===== src/rtl/booth_issue_ctrl_if.sv =====
// Operand/result handshake bus plus the start/busy/z link to the sequential Booth multiplier.
// The master side is the issue controller; the slave side is its environment.
interface booth_issue_ctrl_if #(
    parameter int WIDTH = 16
);
    // operand port
    logic                      in_valid;
    logic                      in_ready;
    logic signed [WIDTH-1:0]   in_x;
    logic signed [WIDTH-1:0]   in_y;

    // result port
    logic                      out_valid;
    logic                      out_ready;
    logic signed [2*WIDTH-1:0] out_z;

    // multiplier link
    logic signed [WIDTH-1:0]   mul_x;
    logic signed [WIDTH-1:0]   mul_y;
    logic                      mul_start;
    logic                      mul_busy;
    logic signed [2*WIDTH-1:0] mul_z;

    modport master (
        input  in_valid, in_x, in_y, out_ready, mul_busy, mul_z,
        output in_ready, out_valid, out_z, mul_x, mul_y, mul_start
    );

    modport slave (
        output in_valid, in_x, in_y, out_ready, mul_busy, mul_z,
        input  in_ready, out_valid, out_z, mul_x, mul_y, mul_start
    );
endinterface


===== src/rtl/booth_issue_ctrl.sv =====
// Issue controller for a sequential Booth multiplier: operand FIFO, one-at-a-time launch,
// registered result slot whose drain overlaps the next launch.
module booth_issue_ctrl #(
    parameter int WIDTH   = 16,
    parameter int DEPTH   = 4,
    parameter int TIMEOUT = 4
) (
    input  logic                    clk,
    input  logic                    rst_n,
    booth_issue_ctrl_if.master      bus,
    output logic [$clog2(DEPTH):0]  level,
    output logic                    err
);
    localparam int AW = $clog2(DEPTH);
    localparam int TW = $clog2(TIMEOUT + 1);

    typedef enum logic [1:0] {
        IDLE      = 2'd0,
        LAUNCH    = 2'd1,
        WAIT_BUSY = 2'd2,
        WAIT_DONE = 2'd3
    } state_t;

    logic signed [WIDTH-1:0]   fifo_x [DEPTH];
    logic signed [WIDTH-1:0]   fifo_y [DEPTH];
    logic [AW-1:0]             wr_ptr;
    logic [AW-1:0]             rd_ptr;
    logic [AW:0]               count;
    logic                      full;
    logic                      empty;
    logic                      push;
    logic                      pop;

    state_t                    state_q;
    state_t                    state_d;
    logic [TW-1:0]             tcnt;
    logic                      capture;
    logic                      timeout_hit;
    logic                      slot_free;

    logic signed [WIDTH-1:0]   mul_x_p0;
    logic signed [WIDTH-1:0]   mul_y_p0;
    logic                      vld_p1;
    logic signed [2*WIDTH-1:0] out_z_p1;

    assign full      = (count == (AW+1)'(DEPTH));
    assign empty     = (count == '0);
    // Full blocks a push even when a pop frees a slot in the same cycle.
    assign push      = bus.in_valid && !full;
    assign slot_free = !vld_p1 || bus.out_ready;

    // ---- operand FIFO ----
    always_ff @(posedge clk) begin
        if (push) begin
            fifo_x[wr_ptr] <= bus.in_x;
            fifo_y[wr_ptr] <= bus.in_y;
        end
    end

    always_ff @(posedge clk or negedge rst_n) begin
        if (!rst_n) begin
            wr_ptr <= '0;
            rd_ptr <= '0;
            count  <= '0;
        end else begin
            if (push) begin
                wr_ptr <= wr_ptr + 1'b1;
            end
            if (pop) begin
                rd_ptr <= rd_ptr + 1'b1;
            end
            unique case ({push, pop})
                2'b10:   count <= count + 1'b1;
                2'b01:   count <= count - 1'b1;
                default: count <= count;
            endcase
        end
    end

    // ---- issue FSM ----
    always_comb begin
        state_d     = state_q;
        pop         = 1'b0;
        capture     = 1'b0;
        timeout_hit = 1'b0;
        unique case (state_q)
            IDLE: begin
                if (!empty) begin
                    pop     = 1'b1;
                    state_d = LAUNCH;
                end
            end
            LAUNCH: begin
                state_d = WAIT_BUSY;
            end
            WAIT_BUSY: begin
                if (bus.mul_busy) begin
                    state_d = WAIT_DONE;
                end else if (tcnt == TW'(TIMEOUT - 1)) begin
                    timeout_hit = 1'b1;
                    state_d     = IDLE;
                end
            end
            WAIT_DONE: begin
                // The multiplier holds z until the next start, so waiting for the slot is safe.
                if (!bus.mul_busy && slot_free) begin
                    capture = 1'b1;
                    if (!empty) begin
                        pop     = 1'b1;
                        state_d = LAUNCH;
                    end else begin
                        state_d = IDLE;
                    end
                end
            end
            default: begin
                state_d = IDLE;
            end
        endcase
    end

    always_ff @(posedge clk or negedge rst_n) begin
        if (!rst_n) begin
            state_q <= IDLE;
            tcnt    <= '0;
            err     <= 1'b0;
        end else begin
            state_q <= state_d;
            tcnt    <= (state_q == WAIT_BUSY) ? tcnt + 1'b1 : '0;
            if (timeout_hit) begin
                err <= 1'b1;
            end
        end
    end

    // ---- operand launch registers ----
    always_ff @(posedge clk or negedge rst_n) begin
        if (!rst_n) begin
            mul_x_p0 <= '0;
            mul_y_p0 <= '0;
        end else if (pop) begin
            mul_x_p0 <= fifo_x[rd_ptr];
            mul_y_p0 <= fifo_y[rd_ptr];
        end
    end

    // ---- result slot ----
    always_ff @(posedge clk or negedge rst_n) begin
        if (!rst_n) begin
            vld_p1   <= 1'b0;
            out_z_p1 <= '0;
        end else begin
            if (capture) begin
                vld_p1   <= 1'b1;
                out_z_p1 <= bus.mul_z;
            end else if (bus.out_ready) begin
                vld_p1   <= 1'b0;
            end
        end
    end

    assign bus.in_ready  = !full;
    assign bus.mul_x     = mul_x_p0;
    assign bus.mul_y     = mul_y_p0;
    assign bus.mul_start = (state_q == LAUNCH);
    assign bus.out_valid = vld_p1;
    assign bus.out_z     = out_z_p1;
    assign level         = count;
endmodule


===== src/flat_wrapper.sv =====
// flat-port wrapper written by rule: the top's interface ports become plain ports
module booth_issue_ctrl_flat 
#(
    parameter int WIDTH   = 16,
    parameter int DEPTH   = 4,
    parameter int TIMEOUT = 4
)
  (clk, rst_n, level, err, bus_in_valid, bus_in_x, bus_in_y, bus_out_ready, bus_mul_busy, bus_mul_z, bus_in_ready, bus_out_valid, bus_out_z, bus_mul_x, bus_mul_y, bus_mul_start);
  booth_issue_ctrl_if #(.WIDTH(WIDTH)) bus_i ();
  input  logic clk;
  input  logic rst_n;
  output logic [$clog2(DEPTH):0] level;
  output logic err;
  input wire logic [$bits(bus_i.in_valid)-1:0] bus_in_valid;
  input wire logic [$bits(bus_i.in_x)-1:0] bus_in_x;
  input wire logic [$bits(bus_i.in_y)-1:0] bus_in_y;
  input wire logic [$bits(bus_i.out_ready)-1:0] bus_out_ready;
  input wire logic [$bits(bus_i.mul_busy)-1:0] bus_mul_busy;
  input wire logic [$bits(bus_i.mul_z)-1:0] bus_mul_z;
  output wire logic [$bits(bus_i.in_ready)-1:0] bus_in_ready;
  output wire logic [$bits(bus_i.out_valid)-1:0] bus_out_valid;
  output wire logic [$bits(bus_i.out_z)-1:0] bus_out_z;
  output wire logic [$bits(bus_i.mul_x)-1:0] bus_mul_x;
  output wire logic [$bits(bus_i.mul_y)-1:0] bus_mul_y;
  output wire logic [$bits(bus_i.mul_start)-1:0] bus_mul_start;
  assign bus_i.in_valid = bus_in_valid;
  assign bus_i.in_x = bus_in_x;
  assign bus_i.in_y = bus_in_y;
  assign bus_i.out_ready = bus_out_ready;
  assign bus_i.mul_busy = bus_mul_busy;
  assign bus_i.mul_z = bus_mul_z;
  assign bus_in_ready = bus_i.in_ready;
  assign bus_out_valid = bus_i.out_valid;
  assign bus_out_z = bus_i.out_z;
  assign bus_mul_x = bus_i.mul_x;
  assign bus_mul_y = bus_i.mul_y;
  assign bus_mul_start = bus_i.mul_start;
  booth_issue_ctrl #(.WIDTH(WIDTH), .DEPTH(DEPTH), .TIMEOUT(TIMEOUT)) u_core (.clk(clk), .rst_n(rst_n), .bus(bus_i), .level(level), .err(err));
endmodule

===== config.mk =====
export PLATFORM = sky130hd
export DESIGN_NAME = booth_issue_ctrl_flat
export DESIGN_NICKNAME = d
export VERILOG_FILES = /design/src/rtl/booth_issue_ctrl_if.sv /design/src/rtl/booth_issue_ctrl.sv /design/src/flat_wrapper.sv
export SDC_FILE = /design/constraint.sdc
export NUM_CORES = 1
export LEC_CHECK = 0
export ABC_AREA = 0
export ABC_CLOCK_PERIOD_IN_PS = 4400
export CORE_AREA = 2 2 122 124
export DETAILED_ROUTE_END_ITERATION = 7
export DIE_AREA = 0 0 124 126
export PLACE_DENSITY_LB_ADDON = 0.1
export SETUP_SLACK_MARGIN = 0.4
export SYNTH_ARGS = -nofsm -noshare
export SYNTH_HDL_FRONTEND = slang
export SYNTH_SLANG_ARGS = --single-unit

===== constraint.sdc =====
create_clock -name clk -period 4.4 [get_ports clk]
set_input_delay 0.66 -clock clk [delete_from_list [all_inputs] [get_ports clk]]
set_output_delay 0.66 -clock clk [all_outputs]
set_load 0.005 [all_outputs]

# [Word-level counts from Yosys, hierarchy flattened]
# Memories as Yosys holds them, arrays and structs flattened. A register that Yosys moved wholly into a read port is not among the register bits.
# Cells that the tools add are included.
[totals] ram_bits=128 romBits=0 inputBits=69 latchBits=0 elab_cells=58 regBits=46 out_inout_bits=71 mem_count=2
[memory_table] name="u_core.fifo_x" words=4 width=16 rd=1 rd_ports_with_merged_regs=1 write_ports=1 line_no="booth_issue_ctrl.sv:24" source="logic signed [WIDTH-1:0] fifo_x [DEPTH];"
[memory_table] name="u_core.fifo_y" words=4 width=16 rd=1 rd_ports_with_merged_regs=1 write_ports=1 line_no="booth_issue_ctrl.sv:25" source="logic signed [WIDTH-1:0] fifo_y [DEPTH];"
[classes] bitwise=0 mux=20 shift=0 mul=0 n_addsub=5 order_cmp=0 eq_ne=10 n_div=0 n_reduce_logical=13
[op_table] cell="$mux 1" n=12
[op_table] cell="$mux 2" n=4
[op_table] cell="$pmux 2 s4" n=1
[op_table] cell="$add 3x1->3 const B" n=2
[op_table] cell="$eq 2x2->1 const B" n=3
[op_table] cell="$pmux 3 s2" n=1
[op_table] cell="$logic_not 1->1" n=5
[op_table] cell="$add 2x1->2 const B" n=2
[op_table] cell="$eq 2x1->1 const B" n=2
[op_table] cell="$reduce_bool 2->1" n=2
[op_table] cell="$eq 3x2->1 const B" n=1
[op_table] cell="$eq 3x3->1 const B" n=1
[op_table] cell="$logic_not 3->1" n=1
[op_table] cell="$mux 3" n=1
[op_table] cell="$ne 3x2->1 const B" n=1
[op_table] cell="$reduce_and 3->1" n=1
[op_table] cell="$sub 3x1->3 const B" n=1
[op_table] cell="$logic_and 1x1->1" n=2
[op_table] cell="$logic_not 2->1" n=1
[op_table] cell="$ne 2x1->1 const B" n=1
[op_table] cell="$ne 2x2->1 const B" n=1
[op_table] cell="$pmux 1 s2" n=1
[op_table] cell="$logic_or 1x1->1" n=1

# [Logic depth before layout (Yosys ltp)]
[depth] depth_word=7 mapped_depth=12 mapped_depth_nobuf=11

# [Worst setup path after synthesis]
# No wires, ideal clock.
[synth_path] path_type="in2reg" start="input port bus_mul_busy" end="register u_core.count[2], in the netlist u_core.level[2]" path_buffers=1 required_ns=4.321 slack_ns=2.051 setup_time_ns=0.079 path_stages=11 arrival_ns=2.270 path_cell_list="nand2b_1 > nor2_4 > o21ai_4 > buf_6 > inv_1 > ha_1 > inv_1 > fa_1 > xor2_1 > nor2_1 > xor2_1"
[synth_via] elab_chain_cells=6 elab_cells_between_ends=8 classes_between="eq/ne (2); mux (3); reduce/logical (3)"
[synth_lines] item="start, declared" line_no="flat_wrapper.sv:18" source="input wire logic [$bits(bus_i.mul_busy)-1:0] bus_mul_busy;"
[synth_lines] item="$logic_not 1->1 (*)" line_no="booth_issue_ctrl.sv:106" source="if (!bus.mul_busy && slot_free) begin"
[synth_lines] item="$logic_and 1x1->1 (*)" line_no="booth_issue_ctrl.sv:106"
[synth_lines] item="$mux 1 (*)" line_no="booth_issue_ctrl.sv:106"
[synth_lines] item="$pmux 1 s2 (*)" line_no="booth_issue_ctrl.sv:86" source="unique case (state_q)"
[synth_lines] item="net u_core.pop" line_no="booth_issue_ctrl.sv:32" source="logic pop;"
[synth_lines] item="$eq 2x1->1 or $eq 2x2->1 (tied branches)" line_no="booth_issue_ctrl.sv:72" source="unique case ({push, pop})"
[synth_lines] item="$pmux 3 s2 or $reduce_bool 2->1 (tied branches)"
[synth_lines] item="end signal, assigned" line_no="booth_issue_ctrl.sv:73" source="2'b10: count <= count + 1'b1;"
[synth_lines] item="end signal, assigned" line_no="booth_issue_ctrl.sv:74" source="2'b01: count <= count - 1'b1;"
[synth_lines] item="end signal, assigned" line_no="booth_issue_ctrl.sv:75" source="default: count <= count;"
[synth_lines] item="end, declared" line_no="booth_issue_ctrl.sv:28" source="logic [AW:0] count;"
# Mark *: on every way through the listed nets, which the timed path passes. The rest lies on a longest branch.
# A chain may end at the register's enable or synchronous reset.

# [Final worst setup path]
[layout_path] start="register u_core.count[0], in the netlist u_core.level[0]" end="output port bus_in_ready"
[layout_via] elab_chain_cells=2
[layout_lines] item="$eq 3x3->1" line_no="booth_issue_ctrl.sv:46" source="assign full = (count == (AW+1)'(DEPTH));"
[layout_lines] item="$logic_not 1->1" line_no="booth_issue_ctrl.sv:162" source="assign bus.in_ready = !full;"
[layout_lines] item="end, declared" line_no="flat_wrapper.sv:20" source="output wire logic [$bits(bus_i.in_ready)-1:0] bus_in_ready;"
# No other way between the ends.

==> results_dict.tcl <==
set metrics [dict create \
    outcome "completed" \
    core_um2 14300 \
    p_leak_nw 3.68 \
    crit_start "u_core.level[0]" \
    die_area_um2 15600 \
    synth_async_sr_flop_share 0.379 \
    ios 140 \
    routedWlPerCell_um 18.9 \
    hold_viol_final 0 \
    yosysWarnings 0 \
    drt_iter0_markers 206 \
    dieHeight_um 126 \
    synth_area_leaders "edfxtp_1 49%, dfrtp_1 25%, mux2_2 9.3%" \
    power.density_nw_per_um2 695 \
    final.fill_count 896 \
    worst-r2r-cell-count 11 \
    synth_ff_type "edfxtp_1" \
    p_clk_frac 0.243 \
    yosysMostFrequentCell "edfxtp_1" \
    combPwrFrac 0.318 \
    clk_path_buf_depth 3 \
    syn-instance-count 378 \
    via_per_inst 5.40 \
    crit_slowest_cell "clkdlybuf4s50_1" \
    cp_num_cells 3 \
    cp_cell_sequence "inv_1 > nand3_1 > clkdlybuf4s50_1" \
    worst_setup_path_start_kind "flop" \
    netlist_area_um2 7840 \
    cp.required_ps 3740 \
    yosys.area.top_type "edfxtp_1" \
    slew_headroom 0.326 \
    dpl.hpwl_um 8280 \
    yosysSeqAreaShare 0.739 \
    antenna_left 0 \
    ctsHoldBuffers 0 \
    setup_tns_ps 0 \
    dr_total_vias 3923 \
    crit_family "buffers and inverters" \
    finalCritPeriodShare 0.542 \
    cts_resized 0 \
    cp_slowest_stage_delay_ps 530 \
    drv_cap 0 \
    final_nets 611 \
    ys_seq_elements 206 \
    reg2reg_to "u_core.level[2]" \
    grt_pass1_vias 4108 \
    crit_end "bus_in_ready" \
    r2r-start "u_core.state_q[0]" \
    worstPathArrival_ps 1720 \
    cts_root_buffer "clkbuf_16" \
    report.final.slew_viol_count 0 \
    cp_max_fo 6 \
    numClockSinks 206 \
    clock_latency_ps 490 \
    post_cts_buffers 0 \
    wirelength_um 13700 \
    first_pass_iters 4 \
    numPortBuffers 139 \
    setup_viol 0 \
    intPower_mw 5.13 \
    rows 44 \
    place_congestion 0.728 \
    worst_pin_slew_ps 1010 \
    drive_gt1_frac 0.249 \
    min_path_type "primary input to asynchronous set/reset pin" \
    yosysTopAreaCellShare 0.490 \
    utilization 0.701 \
    grt_pass1_wl_um 21700 \
    seqPwrFrac 0.439 \
    endpoint_kind "output pin" \
    cp_num_buf_inv 2 \
    rsz0062_at_grt "no" \
    numCtsBuffers 21 \
    ff2ff_setup_slack_ps 2110 \
    clk_pin_slew_ps 50 \
    p_sw_frac 0.264 \
    fin_crit_ps 2380 \
    synth_cell_types 34 \
    grt_max_degree 79 \
    grt_usage 0.182 \
    synth_commonest_cells "128 x edfxtp_1, 78 x dfrtp_1, 65 x mux2_2, 31 x mux4_2, 12 x ha_1" \
    cts_tree "yes" \
    finClkSkew_ps 21.8 \
    syn_area_per_cell_um2 20.7 \
    worstSetupPathType "flop to output pin" \
    initial_core_util 0.548 \
    grt_overflow_total 0 \
    cts_htree_levels 1 \
    max_freq_mhz 419 \
    ir_drop_uv 446 \
    p_switching_mw 1.84 \
    synth_fp_nets 460 \
    num_antenna_cells 0 \
    remaining_drc_errors 0 \
    antenna_found_initial 0 \
    synth_enable_flop_cells 128 \
    area_delta_synth_final_pct 27.9 \
    die-width_um 124 \
]
cell families after synthesis:
family	synth area share
adder cells (fa/ha/maj)	0.0217
AND/OR/NAND/NOR	0.0145
AO/OA/AOI/OAI	0.0128
multiplexers	0.186
buffers and inverters	0.0196
XOR/XNOR	0.00670
flip-flops	0.739
worst min path at each step:
stage,startpoint,endpoint,slack (ps),cells past startpoint
2_1_floorplan,rst_n,u_core.bus.mul_x[0],360,0
3_3_place_gp,u_core.tcnt[0],u_core.tcnt[0],420,1
3_5_place_dp,u_core.tcnt[0],u_core.tcnt[0],430,1
4_1_cts,rst_n,u_core.wr_ptr[0],390,1
5_1_grt,rst_n,u_core.tcnt[0],450,1
6_report,rst_n,u_core.tcnt[0],350,1
state kept, by name, indices dropped and copies added, names as in the netlist:
| register | cells |
|---|---|
| u_core.fifo_x | 64 |
| u_core.bus.out_valid | 1 |
| u_core.level | 3 |
| u_core.rd_ptr | 2 |
| u_core.fifo_y | 64 |
| u_core.bus.mul_x | 16 |
| u_core.state_q | 2 |
| u_core.tcnt | 3 |
| u_core.bus.out_z | 32 |
| u_core.err | 1 |
| u_core.bus.mul_y | 16 |
| u_core.wr_ptr | 2 |
metrics by stage:
step           instances  hold WS [ps]  cell area [µm²]  worst slack, ps  total power, mW
2_1_floorplan        378           364             7840             2050             4.34
3_3_place_gp         690           420             9380             1740             5.31
3_5_place_dp         690           431             9380             1660             5.38
4_1_cts              727           388            10000             1990             7.10
5_1_grt              727           454            10000             1870             7.39
6_report             727           345            10000             2020             6.97
cell usage in the layout, fill, tap and decap left out, drive strengths merged, types with 2 or more instances in the layout:
master and instances:
bufinv 2, dfrtp 78, and2 2, o21ai 2, edfxtp 128, ha 12
xnor2 4, inv 11, mux2 65, nand2b 3, nor2 3, clkdlybuf4s50 138
and3 4, clkbuf 32, o21bai 2, nor2b 3, xor2 2, buf 4
clkinv 2, mux4 32
power groups by stage:
stage | Clock, mW | Sequential (mW) | Combinational, mW
after floorplan | 0 | 2.96 | 1.38
after global placement | 0 | 3.08 | 2.22
after detailed placement | 0 | 3.11 | 2.27
after CTS | 1.74 | 3.08 | 2.28
after global routing | 1.81 | 3.15 | 2.43
final | 1.69 | 3.06 | 2.22
layer usage:
metal	vias to the layer above	share of wire	track usage
met4	0	0.019	0.0522
met5	-	0	0
met3	22	0.080	0.0412
met2	132	0.49	0.302
met1	1998	0.41	0.243
li1	1771	-	-
final cells by class:
cell class / instances / area [µm²] / share of cell area
Sequential cell: 206 / 5800 / 0.578
Tap cell: 184 / 230 / 0.0229
Clock buffer: 32 / 577 / 0.0575
Clock inverter: 5 / 76.3 / 0.00761
Inverter: 11 / 41.3 / 0.00412
Multi-Input combinational cell: 147 / 1900 / 0.189
Timing Repair Buffer: 142 / 1410 / 0.141
No activity file was read; power rests on OpenSTA's default activity.
